[config.mk]
export PLATFORM = sky130hd
export DESIGN_NAME = rvic_claim_core
export DESIGN_NICKNAME = d
export VERILOG_FILES = /design/src/rtl/rvic_pkg.sv /design/src/rtl/rvic_max_tree.sv /design/src/rtl/rvic_claim_core.sv
export SDC_FILE = /design/constraint.sdc
export NUM_CORES = 1
export LEC_CHECK = 0
export CORE_MARGIN = 5
export CORE_UTILIZATION = 65
export DETAILED_ROUTE_END_ITERATION = 10
export DONT_BUFFER_PORTS = 1
export MAX_ROUTING_LAYER = met4
export PLACE_DENSITY = 0.93
export REMOVE_ABC_BUFFERS = 1
export SLEW_MARGIN = 0
export SYNTH_ARGS = -nofsm -noshare
export SYNTH_HDL_FRONTEND = slang
export SYNTH_SLANG_ARGS = --single-unit
export TNS_END_PERCENT = 10
[constraint.sdc]
create_clock -name clk_i -period 17 [get_ports clk_i]
set_input_delay 0.85 -clock clk_i [delete_from_list [all_inputs] [get_ports clk_i]]
set_output_delay 0.85 -clock clk_i [all_outputs]
set_load 0.01 [all_outputs]
[src/rtl/rvic_pkg.sv]
// Shared constants and enumerations for the RVIC claim core and its arbitration tree.
package rvic_pkg;

  localparam int RVIC_ID_OUT_W = 8;

  typedef enum logic {
    TRIG_LEVEL = 1'b0,
    TRIG_EDGE  = 1'b1
  } trig_mode_e;

  typedef enum logic {
    ST_ARB    = 1'b0,
    ST_SETTLE = 1'b1
  } rvic_state_e;

endpackage

[src/rtl/rvic_max_tree.sv]
// Pairwise max-priority tree: the highest priority among valid leaves wins.
// At every node a tie goes to the left child, which always holds the lower source indices.
module rvic_max_tree #(
  parameter  int N      = 32,
  parameter  int PRIO_W = 8,
  localparam int ID_W   = (N > 1) ? $clog2(N) : 1
) (
  input  logic [N-1:0]        valid_i,
  input  logic [N*PRIO_W-1:0] prio_i,
  output logic                valid_o,
  output logic [ID_W-1:0]     id_o,
  output logic [PRIO_W-1:0]   prio_o
);

  localparam int LVL    = (N > 1) ? $clog2(N) : 1;
  localparam int LEAVES = 1 << LVL;

  for (genvar l = 0; l <= LVL; l++) begin : g_lvl
    localparam int W = LEAVES >> l;
    logic [W-1:0]      v_s;
    logic [ID_W-1:0]   id_s [W];
    logic [PRIO_W-1:0] p_s  [W];

    if (l == 0) begin : g_leaves
      for (genvar g = 0; g < W; g++) begin : g_leaf
        if (g < N) begin : g_src
          assign v_s[g]  = valid_i[g];
          assign id_s[g] = ID_W'(g);
          assign p_s[g]  = prio_i[g*PRIO_W +: PRIO_W];
        end else begin : g_pad
          assign v_s[g]  = 1'b0;
          assign id_s[g] = {ID_W{1'b0}};
          assign p_s[g]  = {PRIO_W{1'b0}};
        end
      end
    end else begin : g_cmp
      for (genvar k = 0; k < W; k++) begin : g_node
        logic take_r_s;
        assign take_r_s = g_lvl[l-1].v_s[2*k+1] &
                          (~g_lvl[l-1].v_s[2*k] | (g_lvl[l-1].p_s[2*k+1] > g_lvl[l-1].p_s[2*k]));
        assign v_s[k]  = g_lvl[l-1].v_s[2*k] | g_lvl[l-1].v_s[2*k+1];
        assign id_s[k] = take_r_s ? g_lvl[l-1].id_s[2*k+1] : g_lvl[l-1].id_s[2*k];
        assign p_s[k]  = take_r_s ? g_lvl[l-1].p_s[2*k+1]  : g_lvl[l-1].p_s[2*k];
      end
    end
  end

  assign valid_o = g_lvl[LVL].v_s[0];
  assign id_o    = g_lvl[LVL].v_s[0] ? g_lvl[LVL].id_s[0] : {ID_W{1'b0}};
  assign prio_o  = g_lvl[LVL].v_s[0] ? g_lvl[LVL].p_s[0]  : {PRIO_W{1'b0}};

endmodule

[src/rtl/rvic_claim_core.sv]
// Interrupt gateways, max-priority arbitration with threshold, and a claim/complete handshake
// that keeps a source from re-interrupting while it is in service.
module rvic_claim_core
  import rvic_pkg::*;
#(
  parameter int NUM_SRC = 32,
  parameter int PRIO_W  = 8
) (
  input  logic                      clk_i,
  input  logic                      rst_i,
  input  logic [NUM_SRC-1:0]        src_i,
  input  logic [NUM_SRC-1:0]        enable_i,
  input  logic [NUM_SRC-1:0]        edge_i,
  input  logic [NUM_SRC*PRIO_W-1:0] prio_i,
  input  logic [PRIO_W-1:0]         threshold_i,
  output logic                      irq_o,
  output logic [RVIC_ID_OUT_W-1:0]  irq_id_o,
  input  logic                      claim_i,
  output logic [RVIC_ID_OUT_W-1:0]  claim_id_o,
  input  logic                      complete_i,
  input  logic [RVIC_ID_OUT_W-1:0]  complete_id_i,
  output logic [NUM_SRC-1:0]        pending_o,
  output logic [NUM_SRC-1:0]        inservice_o
);

  localparam int ID_W = (NUM_SRC > 1) ? $clog2(NUM_SRC) : 1;
  localparam logic [NUM_SRC-1:0] SRC0_V = {{(NUM_SRC-1){1'b0}}, 1'b1};
  localparam logic [NUM_SRC-1:0] ZERO_V = {NUM_SRC{1'b0}};

  logic [NUM_SRC-1:0]       src_q_r, pending_r, inservice_r;
  logic                     irq_r;
  logic [RVIC_ID_OUT_W-1:0] irq_id_r;
  rvic_state_e              state_r, state_nxt_s;

  logic [NUM_SRC-1:0] trig_s, prio_gt_s, pend_set_s, eligible_s;
  logic [NUM_SRC-1:0] claim_vec_s, complete_vec_s, pending_nxt_s, inservice_nxt_s;
  logic               claim_acc_s, complete_ok_s, irq_nxt_s, tree_valid_s;
  logic [ID_W-1:0]    tree_id_s;
  logic [PRIO_W-1:0]  tree_prio_s;
  logic [RVIC_ID_OUT_W-1:0] irq_id_nxt_s;

  // Per-source trigger detection and priority-over-threshold compare
  always_comb begin
    trig_s    = ZERO_V;
    prio_gt_s = ZERO_V;
    for (int n = 0; n < NUM_SRC; n++) begin
      if (trig_mode_e'(edge_i[n]) == TRIG_EDGE) begin
        trig_s[n] = src_i[n] & ~src_q_r[n];
      end else begin
        trig_s[n] = src_i[n];
      end
      prio_gt_s[n] = prio_i[n*PRIO_W +: PRIO_W] > threshold_i;
    end
  end

  assign claim_acc_s   = claim_i & irq_r;
  assign claim_vec_s   = claim_acc_s ? (SRC0_V << irq_id_r) : ZERO_V;
  assign complete_ok_s = complete_i && (complete_id_i != 8'd0) &&
                         (32'(complete_id_i) < 32'(NUM_SRC));
  assign complete_vec_s = complete_ok_s ? (SRC0_V << complete_id_i) : ZERO_V;

  // A level source being claimed this cycle is the interrupt being serviced, so it must not re-pend.
  assign pend_set_s = trig_s & enable_i & (edge_i | ~(inservice_r | claim_vec_s)) & ~SRC0_V;

  // Level triggers feed arbitration in the same cycle they are seen; edges go through pending first.
  assign eligible_s = (pending_r | (pend_set_s & ~edge_i)) & enable_i & ~inservice_r &
                      prio_gt_s & ~SRC0_V;

  assign pending_nxt_s   = (pending_r & ~claim_vec_s) | pend_set_s;
  assign inservice_nxt_s = ((inservice_r & ~complete_vec_s) | claim_vec_s) & ~SRC0_V;

  rvic_max_tree #(
    .N      (NUM_SRC),
    .PRIO_W (PRIO_W)
  ) u_tree (
    .valid_i (eligible_s),
    .prio_i  (prio_i),
    .valid_o (tree_valid_s),
    .id_o    (tree_id_s),
    .prio_o  (tree_prio_s)
  );

  // Handshake FSM: present the winner in ARB, blank the output for one cycle after a claim
  always_comb begin
    state_nxt_s  = ST_ARB;
    irq_nxt_s    = 1'b0;
    irq_id_nxt_s = 8'd0;
    case (state_r)
      ST_ARB: begin
        if (claim_acc_s) begin
          state_nxt_s = ST_SETTLE;
        end else if (tree_valid_s && (tree_prio_s > threshold_i)) begin
          irq_nxt_s    = 1'b1;
          irq_id_nxt_s = RVIC_ID_OUT_W'(tree_id_s);
        end else begin
          state_nxt_s = ST_ARB;
        end
      end
      ST_SETTLE: begin
        state_nxt_s = ST_ARB;
      end
      default: begin
        state_nxt_s = ST_ARB;
      end
    endcase
  end

  // State, gateway history and registered interrupt outputs
  always_ff @(posedge clk_i) begin
    if (rst_i) begin
      state_r     <= ST_ARB;
      src_q_r     <= ZERO_V;
      pending_r   <= ZERO_V;
      inservice_r <= ZERO_V;
      irq_r       <= 1'b0;
      irq_id_r    <= 8'd0;
    end else begin
      state_r     <= state_nxt_s;
      src_q_r     <= src_i & ~SRC0_V;
      pending_r   <= pending_nxt_s;
      inservice_r <= inservice_nxt_s;
      irq_r       <= irq_nxt_s;
      irq_id_r    <= irq_id_nxt_s;
    end
  end

  assign irq_o       = irq_r;
  assign irq_id_o    = irq_id_r;
  assign claim_id_o  = claim_acc_s ? irq_id_r : 8'd0;
  assign pending_o   = pending_r;
  assign inservice_o = inservice_r;

endmodule

After elaboration in Yosys (flattened, before gate mapping)
Cells that the tools add are included.
- $add $sub $neg: 0
- multipliers: 0
- div/mod/pow operators: 0
- magnitude comparators: 64
- equal/unequal tests: 0
- shift operators: 2
- mux-type cells: 101
- bitwise gates (word level): 206
- reduce and logical (&&, ||, !) cells: 6
- operators with widths (kind ; count):
    $gt 8x8->1 ; 63
    $mux 8 ; 33
    $and 32x32->32 ; 8
    $not 32->32 ; 5
    $or 32x32->32 ; 5
    $mux 5 ; 15
    $not 1->1 ; 65
    $mux 32 ; 2
    $shl 1x8->32 const A ; 2
    $and 1x1->1 ; 63
    $or 1x1->1 ; 60
    $mux 1 ; 50
    $lt 8x6->1 const B ; 1
    $reduce_bool 8->1 ; 1
    $reduce_or 5->1 ; 1
    $logic_and 1x1->1 ; 3
    $reduce_or 3->1 ; 1
    $pmux 1 s2 ; 1
- register bits: 106
- bits in latches: 0
- RAM bits: 0
- bits in read-only memories: 0
- bits of input ports: 372
- output and inout bits: 81
- word-level logic and storage cells: 388
- memories kept: 0

Depth between registers and ports, before layout
Gate-level depths: netlist of run 1.
- depth in word-level cells: 36
- gate-level depth with buffers: 65
- gate-level depth less buffers: 61

Hierarchy
From an unflattened synthesis of run 1, not the netlist that was laid out.
- cell total of the unflattened synthesis: 2647
- area, all modules: 20324.5 µm²
- modules (own cells, without submodules) (module ; times used ; cells an instance ; area an instance (µm²) ; sequential area each (µm²)):
    rvic_max_tree ; 1 ; 1436 ; 10189.8 ; 0.0
    rvic_claim_core ; 1 ; 1211 ; 10134.7 ; 2021.9

Worst setup path before layout of run 1
OpenSTA, ideal clock, no wires.
- kind: input-to-reg
- start point: in threshold_i[3]
- end point: reg irq_id_r[1] (netlist: irq_id_o[1])
- setup time: 0.122 ns
- arrival: 11.357 ns
- data required time: 16.878 ns
- slack: 5.521 ns
- stages on the path: 61
- path buffers: 4
- cells stage by stage: inv_1 > ha_1 > nand3_1 > a31oi_1 > a211oi_1 > nor3_1 > a21bo_2 > buf_2 > buf_1 > mux2_2 > ha_1 > nor2b_1 > o21a_1 > o21ai_0 > a21oi_1 > o21ai_0 > o21ai_1 > o21ai_1 > [25 not listed] > a21oi_1 > o21ai_0 > a22oi_1 > or2_1 > or2_1 > buf_6 > o221ai_1 > ha_1 > nor2b_1 > o21a_1 > o21ai_0 > nand2b_1 > a21oi_1 > nor2_1 > o31ai_1 > a31o_2 > nand2b_1 > o22ai_1
- word-level cells in the longest chain between the ends: 27
- elaborated cells on any way between the ends: 219
- those cells by class: order compare (47); mux (47); bitwise (123); reduce/logical (2)
- RTL lines (element ; RTL line ; text):
    from (decl) ; rvic_claim_core.sv:15 ; input logic [PRIO_W-1:0] threshold_i,
    $gt 8x8->1 ; rvic_claim_core.sv:52 ; prio_gt_s[n] = prio_i[n*PRIO_W +: PRIO_W] > threshold_i;
    $and 32x32->32 ; rvic_claim_core.sv:66 ; assign eligible_s = (pending_r | (pend_set_s & ~edge_i)) & enable_i & ~inservice_r &
    $not 1->1 ; rvic_max_tree.sv:40 ; (~g_lvl[l-1].v_s[2*k] | (g_lvl[l-1].p_s[2*k+1] > g_lvl[l-1].p_s[2*k]));
    $or 1x1->1 ; rvic_max_tree.sv:40 ;
    $and 1x1->1 ; rvic_max_tree.sv:39 ; assign take_r_s = g_lvl[l-1].v_s[2*k+1] &
    $mux 8 ; rvic_max_tree.sv:43 ; assign p_s[k] = take_r_s ? g_lvl[l-1].p_s[2*k+1] : g_lvl[l-1].p_s[2*k];
    $gt 8x8->1 ; rvic_max_tree.sv:40 ;
    $or 1x1->1 ; rvic_max_tree.sv:40 ;
    [11 not listed] ; -- ;
    $or 1x1->1 ; rvic_max_tree.sv:40 ;
    $and 1x1->1 ; rvic_max_tree.sv:39 ;
    $mux 8 ; rvic_max_tree.sv:43 ;
    $mux 8 ; rvic_max_tree.sv:50 ; assign prio_o = g_lvl[LVL].v_s[0] ? g_lvl[LVL].p_s[0] : {PRIO_W{1'b0}};
    $gt 8x8->1 ; rvic_claim_core.sv:92 ; end else if (tree_valid_s && (tree_prio_s > threshold_i)) begin
    $logic_and 1x1->1 ; rvic_claim_core.sv:92 ;
    $not 1->1 (no source line) ; -- ;
    $reduce_or 5->1 (no source line) ; -- ;
    to (signal assigned) ; rvic_claim_core.sv:123 ; irq_id_r <= irq_id_nxt_s;
    to (decl) ; rvic_claim_core.sv:32 ; logic [RVIC_ID_OUT_W-1:0] irq_id_r;
Several ways; a longest one is shown, not always the timed one.
A chain may end at the register's enable or synchronous reset.

Worst setup path in the final report of run 1
- start point: in threshold_i[2]
- end point: reg irq_id_r[1] (netlist: irq_id_o[1])
The elaborated chain is that of the path after synthesis.

==> impl_metrics.json, run 1 <==
{
  "ys_types": 93,
  "worst_slew_pin_slew_ns": 1.175,
  "end_kind": "flip-flop",
  "path_class": "in2reg",
  "period_needed_ns": 14.21,
  "crit_family": "compound AO/OA/AOI/OAI gates",
  "n_antenna_cell": 0,
  "grt-ovfl-total": 0,
  "grt_max_degree": 97,
  "startpoint_type": "input port",
  "io_pins": 453,
  "synthFlopType": "dfxtp_1",
  "syn_inst": 2477,
  "cts_hold_buf": 0,
  "cp.required_ns": 17.25,
  "cts_tree": "done",
  "hold_violations": 0,
  "place_hpwl_mm": 56.50,
  "post_drt_via_cell_ratio": 7.194,
  "clockBufferDepth": 2,
  "synth_top_cell_by_area": "ha_1",
  "synth_area_um2": 19610,
  "drive_gt1_share_pct": 4.396,
  "layout_commonest_cell": "ha_1",
  "first_pass_iters": 6,
  "core_um2": 29720,
  "grt_pass1_vias": 20760,
  "cts.sinks": 101,
  "avgSynthCellArea_um2": 7.918,
  "critPathBufInv": 5,
  "status": "complete, no violations",
  "ys_ff_latch": 101,
  "totalWireLength_mm": 69.81,
  "synth.area.top_cells": "ha_1 (32%), dfxtp_1 (10%), mux2i_1 (8.0%)",
  "grt_pass1_wl_mm": 105.7,
  "finalNetCount": 3321,
  "drtIter0Drc": 1559,
  "vias": 20480,
  "die_h_um": 183.7,
  "row_count": 63,
  "synth-warning-count": 0,
  "critPathSlowestCell": "o21bai_1",
  "p_total_mw": 1.228,
  "fillers": 2361,
  "dieArea_um2": 33750,
  "grt_antenna_before_repair": 0,
  "clock.fmax_mhz": 70.38,
  "clock_skew_ns": 0.01016,
  "routedWlPerCell_um": 24.52,
  "track_usage_pct": 39.94,
  "port_buffers": 0,
  "relSlewSlack_pct": 21.13,
  "layout_common_cells": "ha_1 (496), inv_1 (275), a21oi_1 (243), mux2i_1 (156), o21ai_0 (148)",
  "clk_latency_ns": 0.38,
  "drc": 0,
  "cp.arrival_ns": 14.46,
  "place_congestion": 0.9969,
  "drt.antenna.violating_nets": 0,
  "netlist.area_leader.share_pct": 31.64,
  "cts_made_buffers": 9,
  "path_max_fanout": 17,
  "critical-path-max-stage-delay_ns": 0.82,
  "drv_cap": 0,
  "setup-tns-final_ns": 0,
  "period_share_pct": 83.58,
  "p_leak_nw": 9.802,
  "initial_core_util_pct": 66.00,
  "powerDensity_nw_per_um2": 60.72,
  "synth-async-reset-ratio_pct": 0,
  "setup-violations-final": 0,
  "syn_to_final_growth_pct": 3.106,
  "peakVddDrop_v": 0.00006286,
  "die_w_um": 183.7,
  "rsz0062_at_grt": "no",
  "cts.htree.levels": 3,
  "slew_violations": 0,
  "hold_class": "reg2reg",
  "yosysSeqAreaShare_pct": 10.31,
  "synth-edff-count": 0,
  "clk_pin_slew_ns": 0.07,
  "cts_setup_buffers": 0,
  "post_cts_resized": 0,
  "root_buffer": "clkbuf_16",
  "path_common_cell": "o21ai_0"
}
==> kinds of logic after synthesis <==
logic type	after synthesis	synth area share (%)
compound gates	721	23.22
fa+ha+maj	496	31.64
buf+inv	342	7.119
flops	101	10.31
mux	178	9.224
other cells	1	0.01912
simple gates	638	18.47
==> routing by layer <==
metal / part of all wire, % / track usage (%) / up-vias
met2: 46 / 66.41 / 1428
li1: - / - / 9270
met4: 7.6 / 25.14 / 0
met3: 12 / 9.676 / 443
met5: 0 / - / -
met1: 35 / 42.70 / 9341
==> synthesized netlist by cell type, types with 24 or more instances <==
master,count
nor2b_1,99
a31oi_1,31
ha_1,496
or3_1,25
nor2_1,72
nor3_1,43
a21oi_1,243
nand2_1,104
o22ai_1,41
nand4_1,94
inv_1,281
nand3_1,82
a22oi_1,24
buf_2,26
a21o_1,50
mux2i_1,156
nand4b_1,24
dfxtp_1,101
o21ai_0,149
==> area by class of cell <==
cell class,count,area (µm²),share of cell area [%]
Multi-Input combinational cell,2040,16230,80.23
Tap cell,390,488.0,2.413
Inverter,282,1059,5.234
Sequential cell,101,2022,9.998
Clock inverter,2,16.27,0.08043
Timing Repair Buffer,19,142.6,0.7053
Clock buffer,13,270.3,1.336
==> state kept, by name (all words and copies together) (netlist names) <==
signal and count:
pending_o 32, irq_id_o 5, src_q_r 31, irq_o 1
state_r 1, inservice_o 31
==> where the power goes <==
| group | switching, mW | internal, mW | total [mW] |
|---|---|---|---|
| registers | 0.0307 | 0.251 | 0.281 |
| logic | 0.426 | 0.302 | 0.728 |
| clock network | 0.107 | 0.112 | 0.219 |
| total | 0.564 | 0.664 | 1.23 |
==> stage by stage <==
stage                     hold slack [ns]  worst slack [ns]  std cells  cell area, µm²  utilization, %
after floorplan                    0.3988             4.420       2423           19300               -
after global placement             0.4059             3.152       2832           19940           67.09
after detailed placement           0.4455             2.988       2832           19940           67.09
final                              0.4651             2.792       2847           20220           68.05
after global routing               0.4710             2.155       2847           20220           68.05
after CTS                          0.4559             3.390       2847           20220           68.05
==> worst paths after layout <==
kind | from | end | slack, ns | cells after the start
min | state_r | state_r | 0.47 | 1
max | threshold_i[2] | irq_id_o[1] | 2.79 | 56
min reg2reg | state_r | state_r | 0.47 | 1
max reg2reg | irq_id_o[2] | irq_id_o[1] | 3.37 | 55
==> worst reg2reg max path: cells and delay by family (launching register included) <==
| family | cells | cell delay [ns] |
|---|---|---|
| AOI/OAI and AO/OA | 27 | 6.36 |
| adders and majority gates | 5 | 1.54 |
| buffers and inverters | 2 | 0.37 |
| DFF | 1 | 0.75 |
| muxes | 3 | 1.30 |
| and+or+nand+nor | 18 | 3.16 |
No activity file was read; power rests on OpenSTA's default activity.
==> run 2, diff against run 1 <==
--- a/config.mk
+++ b/config.mk
@@ -6,11 +6,11 @@
 export NUM_CORES = 1
 export LEC_CHECK = 0
 export CORE_MARGIN = 5
-export CORE_UTILIZATION = 65
+export CORE_UTILIZATION = 61
 export DETAILED_ROUTE_END_ITERATION = 10
 export DONT_BUFFER_PORTS = 1
 export MAX_ROUTING_LAYER = met4
-export PLACE_DENSITY = 0.93
+export PLACE_DENSITY = 0.92
 export REMOVE_ABC_BUFFERS = 1
 export SLEW_MARGIN = 0
 export SYNTH_ARGS = -nofsm -noshare
==> constraint.sdc (replaced) <==
create_clock -name clk_i -period 11.85 [get_ports clk_i]
set_input_delay 0.5925 -clock clk_i [delete_from_list [all_inputs] [get_ports clk_i]]
set_output_delay 0.5925 -clock clk_i [all_outputs]
set_load 0.01 [all_outputs]
==> run 2 against run 1 <==
  * Sequential cell count is the same
  * Sequential power is 37% higher
  * Highest routed layer unchanged
  * Hold slack worse by 0.19 ns
  * Clock power rose by 49%
  * Sequential share of layout area is 0.48 points lower
  * Global-route usage decreased by 0.53 points
  * Final area up 5.0%
  * Via count increased by 2.6%
  * Cell count grew 4.0%
  * Worst setup slack got worse by 2.1 ns
  * Core utilization down 0.91 points
==> impl_metrics.json, run 2 (synthesis gave the netlist of run 1 again) <==
{
  "finalNetCount": 3420,
  "place_inst": 2930,
  "relSlewSlack_pct": 52.03,
  "layout_common_cells": "ha_1 (496), inv_1 (274), a21oi_1 (241), mux2i_1 (148), o21ai_0 (147)",
  "die_w_um": 189.3,
  "critPathSlowestCell": "ha_1",
  "clk_latency_ns": 0.38,
  "status": "complete, no violations",
  "cts.htree.levels": 3,
  "cts_made_buffers": 9,
  "peakVddDrop_v": 0.00007404,
  "final_cell_count_no_fill": 2961,
  "layout_commonest_cell": "ha_1",
  "rsz0062_at_grt": "no",
  "hold_depth": 1,
  "period_share_pct": 94.15,
  "dieArea_um2": 35840,
  "setup-violations-final": 0,
  "initial_core_util_pct": 62.00,
  "syn_to_final_growth_pct": 8.306,
  "worst_slew_pin_slew_ns": 0.7176,
  "grt_max_degree": 97,
  "place_congestion": 1.007,
  "drive_gt1_share_pct": 9.386,
  "drt.antenna.violating_nets": 0,
  "clock.fmax_mhz": 89.64,
  "routedWlPerCell_um": 24.73,
  "grt-ovfl-total": 0,
  "track_usage_pct": 39.40,
  "drtIter0Drc": 1510,
  "cp.required_ns": 12.13,
  "slew_violations": 0,
  "reg2reg_depth": 55,
  "period_needed_ns": 11.16,
  "cts_tree": "done",
  "root_buffer": "clkbuf_16",
  "row_count": 65,
  "path_max_fanout": 10,
  "core_um2": 31640,
  "place_hpwl_mm": 59.15,
  "die_h_um": 189.3,
  "grt_pass1_wl_mm": 110.8,
  "drv_cap": 0,
  "totalWireLength_mm": 73.22,
  "io_pins": 453,
  "vias": 21010,
  "drc": 0,
  "post_drt_via_cell_ratio": 7.095,
  "p_leak_nw": 10.32,
  "path_class": "in2reg",
  "powerDensity_nw_per_um2": 88.56,
  "grt_pass1_vias": 21340,
  "hold_class": "in2reg",
  "port_buffers": 0,
  "largest_reg_flops": 32,
  "holdWs_ns": 0.2704,
  "cp.arrival_ns": 11.43,
  "clockBufferDepth": 2,
  "grt_antenna_before_repair": 1,
  "critical-path-max-stage-delay_ns": 0.37,
  "cts.sinks": 101,
  "clock_skew_ns": 0.006075,
  "hold_violations": 0,
  "end_kind": "flip-flop",
  "clk_pin_slew_ns": 0.08,
  "first_pass_iters": 6,
  "cts_hold_buf": 0,
  "startpoint_type": "input port"
}
-- run 2: cell count changes in the layout (fill, tap and decap cells not counted), moves of 3 or more --
cell,delta
buf_4,+90
mux2i_1,-8
mux2i_2,+8
buf_12,+7
nor2b_1,-3
-- run 2: final cells by class --
type | instances | area (µm²)
tap | 402 | 503.0
timing repair buffer | 117 | 969.7
antenna | 2 | 5.005
fill | 2531 | 10390
multi-input combinational | 2041 | 16390
clock buffer | 12 | 256.5
clock inverter | 4 | 31.28
inverter | 282 | 1070
sequential | 101 | 2022
-- run 2: worst paths after layout --
check	startpoint	endpoint	slack (ns)
worst max register to register	irq_o	irq_id_o[0]	0.89
worst min register to register	state_r	state_r	0.42
worst max-delay path	threshold_i[1]	irq_id_o[0]	0.69
worst min-delay path	rst_i	pending_o[10]	0.27
-- run 2: critical path: cells and delay by family --
family                     cells  cell delay, ns
adders and majority gates      6            1.86
muxes                          3            0.86
and+or+nand+nor                8            1.01
AOI/OAI and AO/OA             34            5.75
buffers and inverters          7            1.34
-- run 2: stage by stage --
step | power (mW) | utilization [%] | worst slack [ns] | setup TNS, ns | cell area, µm²
CTS | 1.835 | 66.21 | 0.07056 | 0 | 20950
detailed placement | 1.513 | 65.30 | -0.1417 | -0.3045 | 20660
floorplan | 1.152 | - | -0.4728 | -2.242 | 19300
global route | 2.016 | 67.15 | 0.01120 | 0 | 21240
finish | 1.881 | 67.15 | 0.6937 | 0 | 21240
global placement | 1.456 | 65.30 | 0.1398 | 0 | 20660
-- run 2: repair_timing --
item / CTS / global route
gates resized for setup: 0 / 43
buffers inserted: 0 / 12
endpoints found under the setup margin: 0 / 6
-- run 2: metal layers --
metal | global-route usage, % | share of wire [%] | vias up
li1 | - | - | 9476
met1 | 42.59 | 36 | 9712
met2 | 66.12 | 46 | 1361
met3 | 8.647 | 10 | 458
met4 | 24.21 | 7.2 | 0
met5 | - | 0 | -
-- run 2: power by group --
| group | internal, mW | switching (mW) | total (mW) |
|---|---|---|---|
| registers | 0.360 | 0.0244 | 0.384 |
| logic | 0.510 | 0.661 | 1.17 |
| clock network | 0.156 | 0.170 | 0.327 |
